[config.mk]
export PLATFORM = sky130hd
export DESIGN_NAME = pipe_ctrl
export DESIGN_NICKNAME = d
export VERILOG_FILES = /design/src/rtl/pipe_ctrl.sv
export SDC_FILE = /design/constraint.sdc
export NUM_CORES = 1
export LEC_CHECK = 0
export CORE_MARGIN = 2
export CORE_UTILIZATION = 48
export CTS_BUF_LIST = sky130_fd_sc_hd__clkbuf_16
export CTS_CLUSTER_DIAMETER = 30
export DETAILED_ROUTE_END_ITERATION = 16
export HOLD_SLACK_MARGIN = 0.05
export PLACE_DENSITY = 0.87
export SETUP_SLACK_MARGIN = 0.5
export SYNTH_ARGS = -nofsm -noshare
export SYNTH_HDL_FRONTEND = slang
export SYNTH_SLANG_ARGS = --single-unit
[constraint.sdc]
create_clock -name clk -period 3.62 [get_ports clk]
set_clock_uncertainty 0.15 [all_clocks]
set_input_delay 0.905 -clock clk [delete_from_list [all_inputs] [get_ports clk]]
set_output_delay 0.905 -clock clk [all_outputs]
set_load 0.005 [all_outputs]
[src/rtl/pipe_ctrl.sv]
// Pipeline stall/flush scheduler: arbitrates jump redirects, load-use hazards, multi-cycle
// EX ops and bus wait into per-bank hold/flush enables plus a saturating stall counter.
`ifndef WORD_WIDTH
`define WORD_WIDTH 32
`endif

module pipe_ctrl #(
    parameter int unsigned WIDTH = `WORD_WIDTH,
    parameter int unsigned CNT_W = 4
) (
    input  logic             clk,
    input  logic             rst_n,
    input  logic             jump_req,
    input  logic [WIDTH-1:0] jump_addr,
    input  logic             ld_use_hazard,
    input  logic             mc_start,
    input  logic [CNT_W-1:0] mc_cycles,
    input  logic             bus_hold,
    input  logic             stall_clr,
    output logic             pc_hold,
    output logic             pc_load,
    output logic [WIDTH-1:0] pc_load_addr,
    output logic             if_id_hold,
    output logic             if_id_flush,
    output logic             id_ex_hold,
    output logic             id_ex_flush,
    output logic             ex_wb_hold,
    output logic             ex_wb_flush,
    output logic [1:0]       ctrl_state,
    output logic [WIDTH-1:0] stall_cycles
);

    typedef enum logic [1:0] {
        StInit = 2'd0,
        StRun  = 2'd1,
        StMc   = 2'd2,
        StHold = 2'd3
    } state_e;

    state_e             state_q, state_d;
    logic [CNT_W-1:0]   mc_cnt_q, mc_cnt_d;
    logic               jump_pend_q, jump_pend_d;
    logic [WIDTH-1:0]   pend_addr_q, pend_addr_d;
    logic [WIDTH-1:0]   stall_q, stall_d;

    always_comb begin
        pc_hold      = 1'b0;
        pc_load      = 1'b0;
        pc_load_addr = '0;
        if_id_hold   = 1'b0;
        if_id_flush  = 1'b0;
        id_ex_hold   = 1'b0;
        id_ex_flush  = 1'b0;
        ex_wb_hold   = 1'b0;
        ex_wb_flush  = 1'b0;
        state_d      = state_q;
        mc_cnt_d     = mc_cnt_q;
        jump_pend_d  = jump_pend_q;
        pend_addr_d  = pend_addr_q;

        unique case (state_q)
            StInit: begin
                pc_hold     = 1'b1;
                if_id_flush = 1'b1;
                id_ex_flush = 1'b1;
                ex_wb_flush = 1'b1;
                state_d     = StRun;
            end
            StMc: begin
                pc_hold    = 1'b1;
                if_id_hold = 1'b1;
                id_ex_hold = 1'b1;
                if (bus_hold) begin
                    ex_wb_hold = 1'b1;
                end else begin
                    ex_wb_flush = 1'b1;
                    if (mc_cnt_q == '0) begin
                        state_d = StRun;
                    end else begin
                        mc_cnt_d = mc_cnt_q - CNT_W'(1);
                    end
                end
            end
            // HOLD with bus_hold released falls through the RUN priority in the same cycle.
            StRun, StHold: begin
                if (bus_hold) begin
                    pc_hold    = 1'b1;
                    if_id_hold = 1'b1;
                    id_ex_hold = 1'b1;
                    ex_wb_hold = 1'b1;
                    state_d    = StHold;
                    if (jump_req) begin
                        jump_pend_d = 1'b1;
                        pend_addr_d = jump_addr;
                    end
                end else if (jump_req || jump_pend_q) begin
                    pc_load      = 1'b1;
                    pc_load_addr = jump_pend_q ? pend_addr_q : jump_addr;
                    if_id_flush  = 1'b1;
                    id_ex_flush  = 1'b1;
                    jump_pend_d  = 1'b0;
                    state_d      = StRun;
                end else if (mc_start && (mc_cycles != '0)) begin
                    pc_hold     = 1'b1;
                    if_id_hold  = 1'b1;
                    id_ex_hold  = 1'b1;
                    ex_wb_flush = 1'b1;
                    if (mc_cycles == CNT_W'(1)) begin
                        state_d = StRun;
                    end else begin
                        mc_cnt_d = mc_cycles - CNT_W'(2);
                        state_d  = StMc;
                    end
                end else begin
                    state_d = StRun;
                    if (ld_use_hazard) begin
                        pc_hold     = 1'b1;
                        if_id_hold  = 1'b1;
                        id_ex_flush = 1'b1;
                    end
                end
            end
            default: state_d = StInit;
        endcase
    end

    always_comb begin
        stall_d = stall_q;
        if (stall_clr) begin
            stall_d = '0;
        end else if (pc_hold && (state_q != StInit) && (stall_q != '1)) begin
            stall_d = stall_q + WIDTH'(1);
        end
    end

    always_ff @(posedge clk or negedge rst_n) begin
        if (!rst_n) begin
            state_q     <= StInit;
            mc_cnt_q    <= '0;
            jump_pend_q <= 1'b0;
            pend_addr_q <= '0;
            stall_q     <= '0;
        end else begin
            state_q     <= state_d;
            mc_cnt_q    <= mc_cnt_d;
            jump_pend_q <= jump_pend_d;
            pend_addr_q <= pend_addr_d;
            stall_q     <= stall_d;
        end
    end

    assign ctrl_state   = state_q;
    assign stall_cycles = stall_q;

endmodule

# [Word-level counts from Yosys, hierarchy flattened]
# Index checks and enable logic that the tools add are counted.
[classes] n_addsub=3 eq_ne=13 mux=46 n_reduce_logical=18
[ops] op="32-bit two-way mux" count=6
[ops] op="32-bit by 1-bit adder with 32-bit output (second input constant)" count=1
[ops] op="32-bit inequality test (second input constant)" count=1
[ops] op="4-bit two-way mux" count=6
[ops] op="1-bit two-way mux" count=20
[ops] op="2-bit inequality test (second input constant)" count=8
[ops] op="2-bit two-way mux" count=6
[ops] op="1-bit case mux with 2 select lines" count=5
[ops] op="4-bit case mux with 2 select lines" count=1
[ops] op="2-bit nonzero test" count=4
[ops] op="7-bit AND reduction" count=1
[ops] op="2-bit case mux with 3 select lines" count=1
[ops] op="3-bit AND reduction" count=2
[ops] op="2-bit equality test (second input constant)" count=2
[ops] op="4-bit by 1-bit equality test with 1-bit output (second input constant)" count=1
[ops] op="4-bit zero test" count=1
[ops] op="4-bit nonzero test" count=1
[ops] op="2-bit OR reduction" count=2
[ops] op="4-bit by 1-bit subtractor with 4-bit output (second input constant)" count=1
[ops] op="4-bit by 2-bit subtractor with 4-bit output (second input constant)" count=1
[ops] op="1-bit logical AND" count=3
[ops] op="1-bit case mux with 3 select lines" count=1
[ops] op="3-bit OR reduction" count=1
[ops] op="2-bit by 1-bit equality test with 1-bit output (second input constant)" count=1
[ops] op="other kinds (3)" count=3
[word_totals] regBits=71 inputBits=43 output_inout_bits=74 elab_cells=85

# [Logic depth before layout (Yosys ltp)]
# Gate-level depths: netlist of run 1.
[logic_depth] ltp_word=10 depth_mapped=8

# [Worst setup path before layout of run 1]
# Ideal clock, no wire load.
[synth_timing] path_type="input-to-output" startpoint="input port mc_cycles[2]" endpoint="output port if_id_hold" t_arrival_ns=2.475 t_required_ns=2.565 path_slack_ns=0.090 stages=6 cell_sequence="or4_1 > a2111o_1 > nand2_1 > buf_2 > buf_4 > inv_1"
[synth_via] elab_chain_cells=6
[synth_lines] item="from (decl)" line_no="17" text="input logic [CNT_W-1:0] mc_cycles,"
[synth_lines] item="4-bit nonzero test" line_no="103" text="end else if (mc_start && (mc_cycles != '0)) begin"
[synth_lines] item="1-bit logical AND" line_no="103"
[synth_lines] item="1-bit two-way mux" line_no="103"
[synth_lines] item="1-bit two-way mux" line_no="96" text="end else if (jump_req || jump_pend_q) begin"
[synth_lines] item="1-bit two-way mux" line_no="86" text="if (bus_hold) begin"
[synth_lines] item="1-bit case mux with 2 select lines" line_no="61" text="unique case (state_q)"
[synth_lines] item="to (decl)" line_no="23" text="output logic if_id_hold,"
# Every way passes these cells.

# [Final worst setup path of run 1]
[layout_timing] startpoint="input port mc_cycles[3]" endpoint="output port pc_hold"
[layout_via] elab_chain_cells=6
[layout_lines] item="4-bit nonzero test" line_no="103"
[layout_lines] item="1-bit logical AND" line_no="103"
[layout_lines] item="1-bit two-way mux" line_no="103"
[layout_lines] item="1-bit two-way mux" line_no="96"
[layout_lines] item="1-bit two-way mux" line_no="86"
[layout_lines] item="1-bit case mux with 2 select lines" line_no="61"
[layout_lines] item="to (decl)" line_no="20" text="output logic pc_hold,"
# Every way passes these cells.

==> results.toml, run 1 <==
[outcome]
outcome = "complete, no violations"

[logic_synthesis]
synth_top_flop_cell = "dfrtp_1"
synth_xor_area_frac = 0.00213
yosys_warnings = 0
synth_area_leaders = "dfrtp_1, mux2_2, mux2i_1"
synth_common_cells = "dfrtp_1, nor2_1, mux2_2, mux2i_1, a21oi_1"
muxShareOfSynthArea = 0.214
ys_seq_area_frac = 0.433
synthesis.nets = 460
synthSimpleGateAreaFrac = 0.224
ys_types = 44
synth_top_family_by_area = "simple AND/OR/NAND/NOR gates"
synth_edf_count = 0
synth_seq_cells = 71
async_reset_ff_frac = 1.00
synth_area_per_cell_um2 = 9.94
syn_area_mm2 = 0.00411
synth_compound_area_frac = 0.0795
yosysTopAreaCell = "dfrtp_1"
synth.top_cell.area_share = 0.433
yosysMostFrequentCell = "dfrtp_1"
syn_inst = 413
synth_fa_ha_area_frac = 0.0122

[global_route]
grt_use_total = 0.251
grt_pass1_wl_mm = 17.9
overflow = 0
grt_max_degree = 48
grt_antenna_before_repair = 0
grt_pass1_vias = 3665

[floorplanning]
fp.dieH_um = 96.5
fp-row-count = 33
dieArea_mm2 = 0.00931
floorplan.initialDensity = 0.497
die-width_um = 96.5
io_pins = 117
core_area_mm2 = 0.00826

[routing]
drcViolationCount = 0
drtIter0Drc = 110
via_count = 3793
wl_per_cell_um = 17.3
viasPerCell = 5.70
firstDrtPassIters = 4
final_antenna_net_count = 0
routed_wl_mm = 11.5

[sta]
period_needed_ns = 3.30
rsz0062_at_grt = "yes"
fmax_ghz = 0.303
post-route-period-util = 0.910
maxSlewHeadroom = 0.455
hold_violations = 0
setup_violations = 0
worst_pin_slew_ns = 0.817
slew_violations = 0
fin_ws_ns = 0.324

[final_layout]
final_util = 0.722
instances_no_fill = 665
diodes = 0
finalNetCount = 602
final_cell_area_mm2 = 0.00596
final_layout_size_suffix_gt1_frac = 0.250
synthToLayoutAreaGrowth_pct = 45.2

[clock_tree]
hold_buffers = 0
cts.sinks = 71
h-tree-depth = 3
cts-buffers-inserted = 9
clock_latency_ns = 0.33
clk_path_buf_depth = 2
clockRootBuffer = "clkbuf_16"
cts_tree = "built"
clkTransAtPathRegs_ns = 0.05

[critical_path]
critPathLaunch = "mc_cycles[3]"
worstSetupStartpointType = "primary input"
critPathKind = "in2out"
worstPathMaxFanout = 2
rr_startpoint = "stall_cycles[0]"
crit_arrival_ns = 2.24
crit_required_ns = 2.56
cp-end-kind = "output port"

[placed_design]
dp_slack_ns = -0.361
placed_area_mm2 = 0.00548
dp_hpwl_mm = 7.42
numPortBuffers = 116
dp_cells = 631
routabilityCongestion = 0.848

[flow_run]
maxCapViolations = 0

[power]
irDropWorstVdd_uv = 285
power_density_mw_per_mm2 = 600
leakagePower_nw = 2.64

[hold_path]
hp-class = "reg2reg"
min_from = "pend_addr_q[6]"
==> what timing repair did <==
| action | CTS | global route |
|---|---|---|
| setup buffers | 9 | 6 |
| gates resized for setup | 115 | 7 |
| pin swaps | 7 | 4 |
| cloned | 3 | 0 |
| endpoints found under the setup margin | 49 | 21 |
==> layout make-up <==
class	instances	area (um2)
inverter	11	41.3
sequential	71	1780
multi-input combinational	307	2230
timing repair buffer	155	1460
clock inverter	7	87.6
tap	105	131
clock buffer	9	225
fill	598	2300
==> metrics by stage <==
step,TNS [ns],power (W),hold slack [ns]
6_report,0,0.00358,0.353
5_1_grt,0,0.00380,0.362
4_1_cts,0,0.00353,0.355
3_5_place_dp,-1.07,0.00254,0.344
3_3_place_gp,-0.845,0.00247,0.336
2_1_floorplan,0,0.00196,0.329
==> final timing paths <==
kind,end,slack (ns),cells past startpoint
worst max-delay path,pc_hold,0.32,5
max in group asynchronous,pend_addr_q[23],2.11,2
worst max register to register,stall_cycles[9],0.79,7
worst min register to register,pend_addr_q[6],0.35,1
worst min-delay path,pend_addr_q[6],0.35,1
min in group asynchronous,pend_addr_q[14],0.52,1
==> placed cells by master, fill, tap and decap left out, types with 7 or more instances in the layout <==
master and instances:
a21oi_1 25, buf_2 14, buf_4 30, clkbuf_16 9, clkdlybuf4s50_1 68, dfrtp_1 69
dlygate4sd2_1 25, inv_1 11, mux2_2 45, mux2i_1 36, nand2_1 18, nand3_1 14
nand4_1 7, nor2_1 50, nor2b_1 14, nor4_1 11, o31ai_1 14, or4_1 14
==> power by group <==
part	switching (W)	internal (W)	total [W]
Combinational	0.000632	0.000794	0.00143
Sequential	0.000195	0.00103	0.00122
Clock	0.000328	0.000598	0.000926
==> routing by layer <==
metal	GRT usage	vias up	routed length (um)
met2	0.425	135	5660
met5	0	-	0
met4	0.0974	0	231
met3	0.0458	24	759
li1	-	1792	-
met1	0.318	1842	4870
==> flip-flops by register name (all words and copies together) (netlist names) <==
signal        flops
mc_cnt_q          4
stall_cycles     32
pend_addr_q      32
ctrl_state        2
jump_pend_q       1
==> critical path: stages <==
cell and delay [ns]:
buf_6 0.09, or4_4 0.54, a2111o_1 0.44, buf_6 0.16, buf_6 0.11
==> logic make-up (layout without fill, tap and decap cells) <==
logic type	count (synthesis)	count (layout)
and+or+nand+nor	168	168
xor gates and xnor gates	1	1
buffers and inverters	35	182
AOI/OAI and AO/OA	52	52
adders and majority gates	4	4
muxes	82	82
DFF	71	71
Note: power is estimated with default switching activity, not from simulation.
==> run 2: changes to the inputs <==
--- a/config.mk
+++ b/config.mk
@@ -5,7 +5,7 @@
 export SDC_FILE = /design/constraint.sdc
 export NUM_CORES = 1
 export LEC_CHECK = 0
-export CORE_MARGIN = 2
+export CORE_MARGIN = 1.5
 export CORE_UTILIZATION = 48
 export CTS_BUF_LIST = sky130_fd_sc_hd__clkbuf_16
 export CTS_CLUSTER_DIAMETER = 30
==> run 2 against run 1 <==
Effect of this change: combinational power barely moved; total power is 1.0% higher; die area shrank 2.1%; sequential share of layout area rose by 0.33 points; sequential power hardly changed; largest power group unchanged; worst hold slack better by 0.00076 ns.
==> results.toml, run 2 (synthesized netlist as in run 1, its figures left out) <==
[outcome]
outcome = "complete, no violations"

[critical_path]
slowest_stage = "or4_4"
timing.reg2reg.setup_slack_ns = 0.80
cp-end-kind = "output port"
path_cells = "buf_6, or4_4, a2111o_1, buf_6, buf_6"
reg2regPathDepth = 7
critPathTopFamily = "simple AND/OR/NAND/NOR gates"
critPathKind = "in2out"
timing.rr.end = "stall_cycles[11]"
worstPathMaxFanout = 2
rr_startpoint = "stall_cycles[0]"
cp_num_buf_inv = 3
path_common_cell = "buf_6"
critPathMaxStageDelay_ns = 0.52
crit_required_ns = 2.56
crit_arrival_ns = 2.20
worstSetupStartpointType = "primary input"

[final_layout]
final_util = 0.714
final_cell_mix = "dfrtp_1, clkdlybuf4s50_1, nor2_1"
instances_no_fill = 655
final_layout_size_suffix_gt1_frac = 0.249
finalNetCount = 592
synthToLayoutAreaGrowth_pct = 43.6
diodes = 0
final_common_cell = "dfrtp_1"

[clock_tree]
cts.sinks = 71
clkTransAtPathRegs_ns = 0.05
clockRootBuffer = "clkbuf_16"
hold_buffers = 0
cts_tree = "built"
clock_latency_ns = 0.33
cts-buffers-inserted = 9
clk_path_buf_depth = 2
h-tree-depth = 3

[placed_design]
numPortBuffers = 116
dp_hpwl_mm = 7.44
dp_cells = 627
routabilityCongestion = 0.868

[power]
internal_power_w = 0.00246
leakagePower_nw = 2.56
clock_power_share = 0.275
swShare = 0.318
finalPower_w = 0.00361
seqPwrFrac = 0.331
irDropWorstVdd_uv = 335
combPwrFrac = 0.394
switching_power_w = 0.00115
power_density_mw_per_mm2 = 613

[flow_run]
maxCapViolations = 0

[floorplanning]
fp-row-count = 33
io_pins = 117
die-width_um = 95.5
floorplan.initialDensity = 0.497
core_area_mm2 = 0.00826
fp.dieH_um = 95.5
dieArea_mm2 = 0.00912

[hold_path]
whs_path_depth = 1
min_from = "pend_addr_q[2]"
whs_endpoint = "pend_addr_q[2]"
hp-class = "reg2reg"

[routing]
routed_wl_mm = 11.3
drcViolationCount = 0
wl_per_cell_um = 17.3
via_count = 3758
firstDrtPassIters = 4
viasPerCell = 5.74
drtIter0Drc = 145
final_antenna_net_count = 0

[sta]
slew_violations = 0
rsz0062_at_grt = "yes"
period_needed_ns = 3.26
maxSlewHeadroom = 0.547
setup_violations = 0
post-route-period-util = 0.900
worst_pin_slew_ns = 0.680
fmax_ghz = 0.307
whs_ns = 0.353
hold_violations = 0

[global_route]
grt_use_total = 0.252
grt_max_degree = 48
grt_pass1_vias = 3662
grt_pass1_wl_mm = 17.8
grt_antenna_before_repair = 0
overflow = 0
[run 2: changes by cell type in the layout (fill, tap and decap cells not counted), sizes merged]
cell           delta
clkbuf           +13
dlygate4sd2      -12
buf              -19
bufinv            +1
clkdlybuf4s15     +8
clkinvlp          -1
[run 2: how the worst max path moves through the flow]
stage	to	cells after the start	startpoint	slack, ns
after global routing	pc_hold	5	mc_cycles[3]	0.33
after floorplan	if_id_hold	6	mc_cycles[2]	0.29
after CTS	pc_hold	5	mc_cycles[3]	0.31
final	pc_hold	5	mc_cycles[3]	0.36
after detailed placement	pc_hold	5	mc_cycles[2]	-0.36
after global placement	pc_hold	5	mc_cycles[2]	-0.34
[run 2: power groups by stage]
stage,Sequential (W),Clock [W],Combinational [W]
floorplan,0.00114,0,0.000822
detailed placement,0.00121,0,0.00134
global placement,0.00118,0,0.00130
finish,0.00120,0.000992,0.00142
CTS,0.00119,0.00101,0.00139
global route,0.00122,0.00104,0.00154
[run 2: timing repair]
| item | in CTS | in global routing |
|---|---|---|
| cloned | 2 | 0 |
| endpoints found under the setup margin | 45 | 24 |
| buffers inserted | 7 | 3 |
| pin swaps | 4 | 4 |
| gates resized for setup | 99 | 31 |
[run 2: stage by stage]
step                      setup TNS (ns)  worst slack, ns  area (um2)
after floorplan                        0            0.290        4120
after CTS                              0            0.314        5930
after detailed placement           -1.11           -0.360        5470
after global routing                   0            0.328        5900
final                                  0            0.361        5900
after global placement            -0.952           -0.338        5470
[run 2: area by class of cell]
cell class	instances	area (um2)
Fill cell	572	2360
Multi-Input combinational cell	307	2230
Sequential cell	71	1780
Timing Repair Buffer	145	1380
Clock buffer	9	225
Tap cell	105	131
Clock inverter	7	111
Inverter	11	41.3
[run 2: worst register-to-register path: stages (launching register included)]
cell	delay [ns]
dfrtp_1	0.48
ha_1	0.27
nand2_1	0.11
or3_1	0.44
nor4_4	0.52
buf_4	0.35
nor4_1	0.10
mux2_2	0.28
[run 2: layer usage]
layer	track usage	wire, um	part of all wire	vias up
li1	-	-	-	1774
met1	0.311	4720	0.42	1841
met2	0.439	5670	0.50	134
met3	0.0518	829	0.073	9
met4	0.0858	107	0.0094	0
met5	0	0	0	-
==> run 3: changes to the inputs <==
--- a/config.mk
+++ b/config.mk
@@ -5,6 +5,7 @@
 export SDC_FILE = /design/constraint.sdc
 export NUM_CORES = 1
 export LEC_CHECK = 0
+export CAP_MARGIN = 10
 export CORE_MARGIN = 1.5
 export CORE_UTILIZATION = 48
 export CTS_BUF_LIST = sky130_fd_sc_hd__clkbuf_16
==> results of run 3 <==
Same layout as run 2: the final DEF is identical, and so are final timing and power.
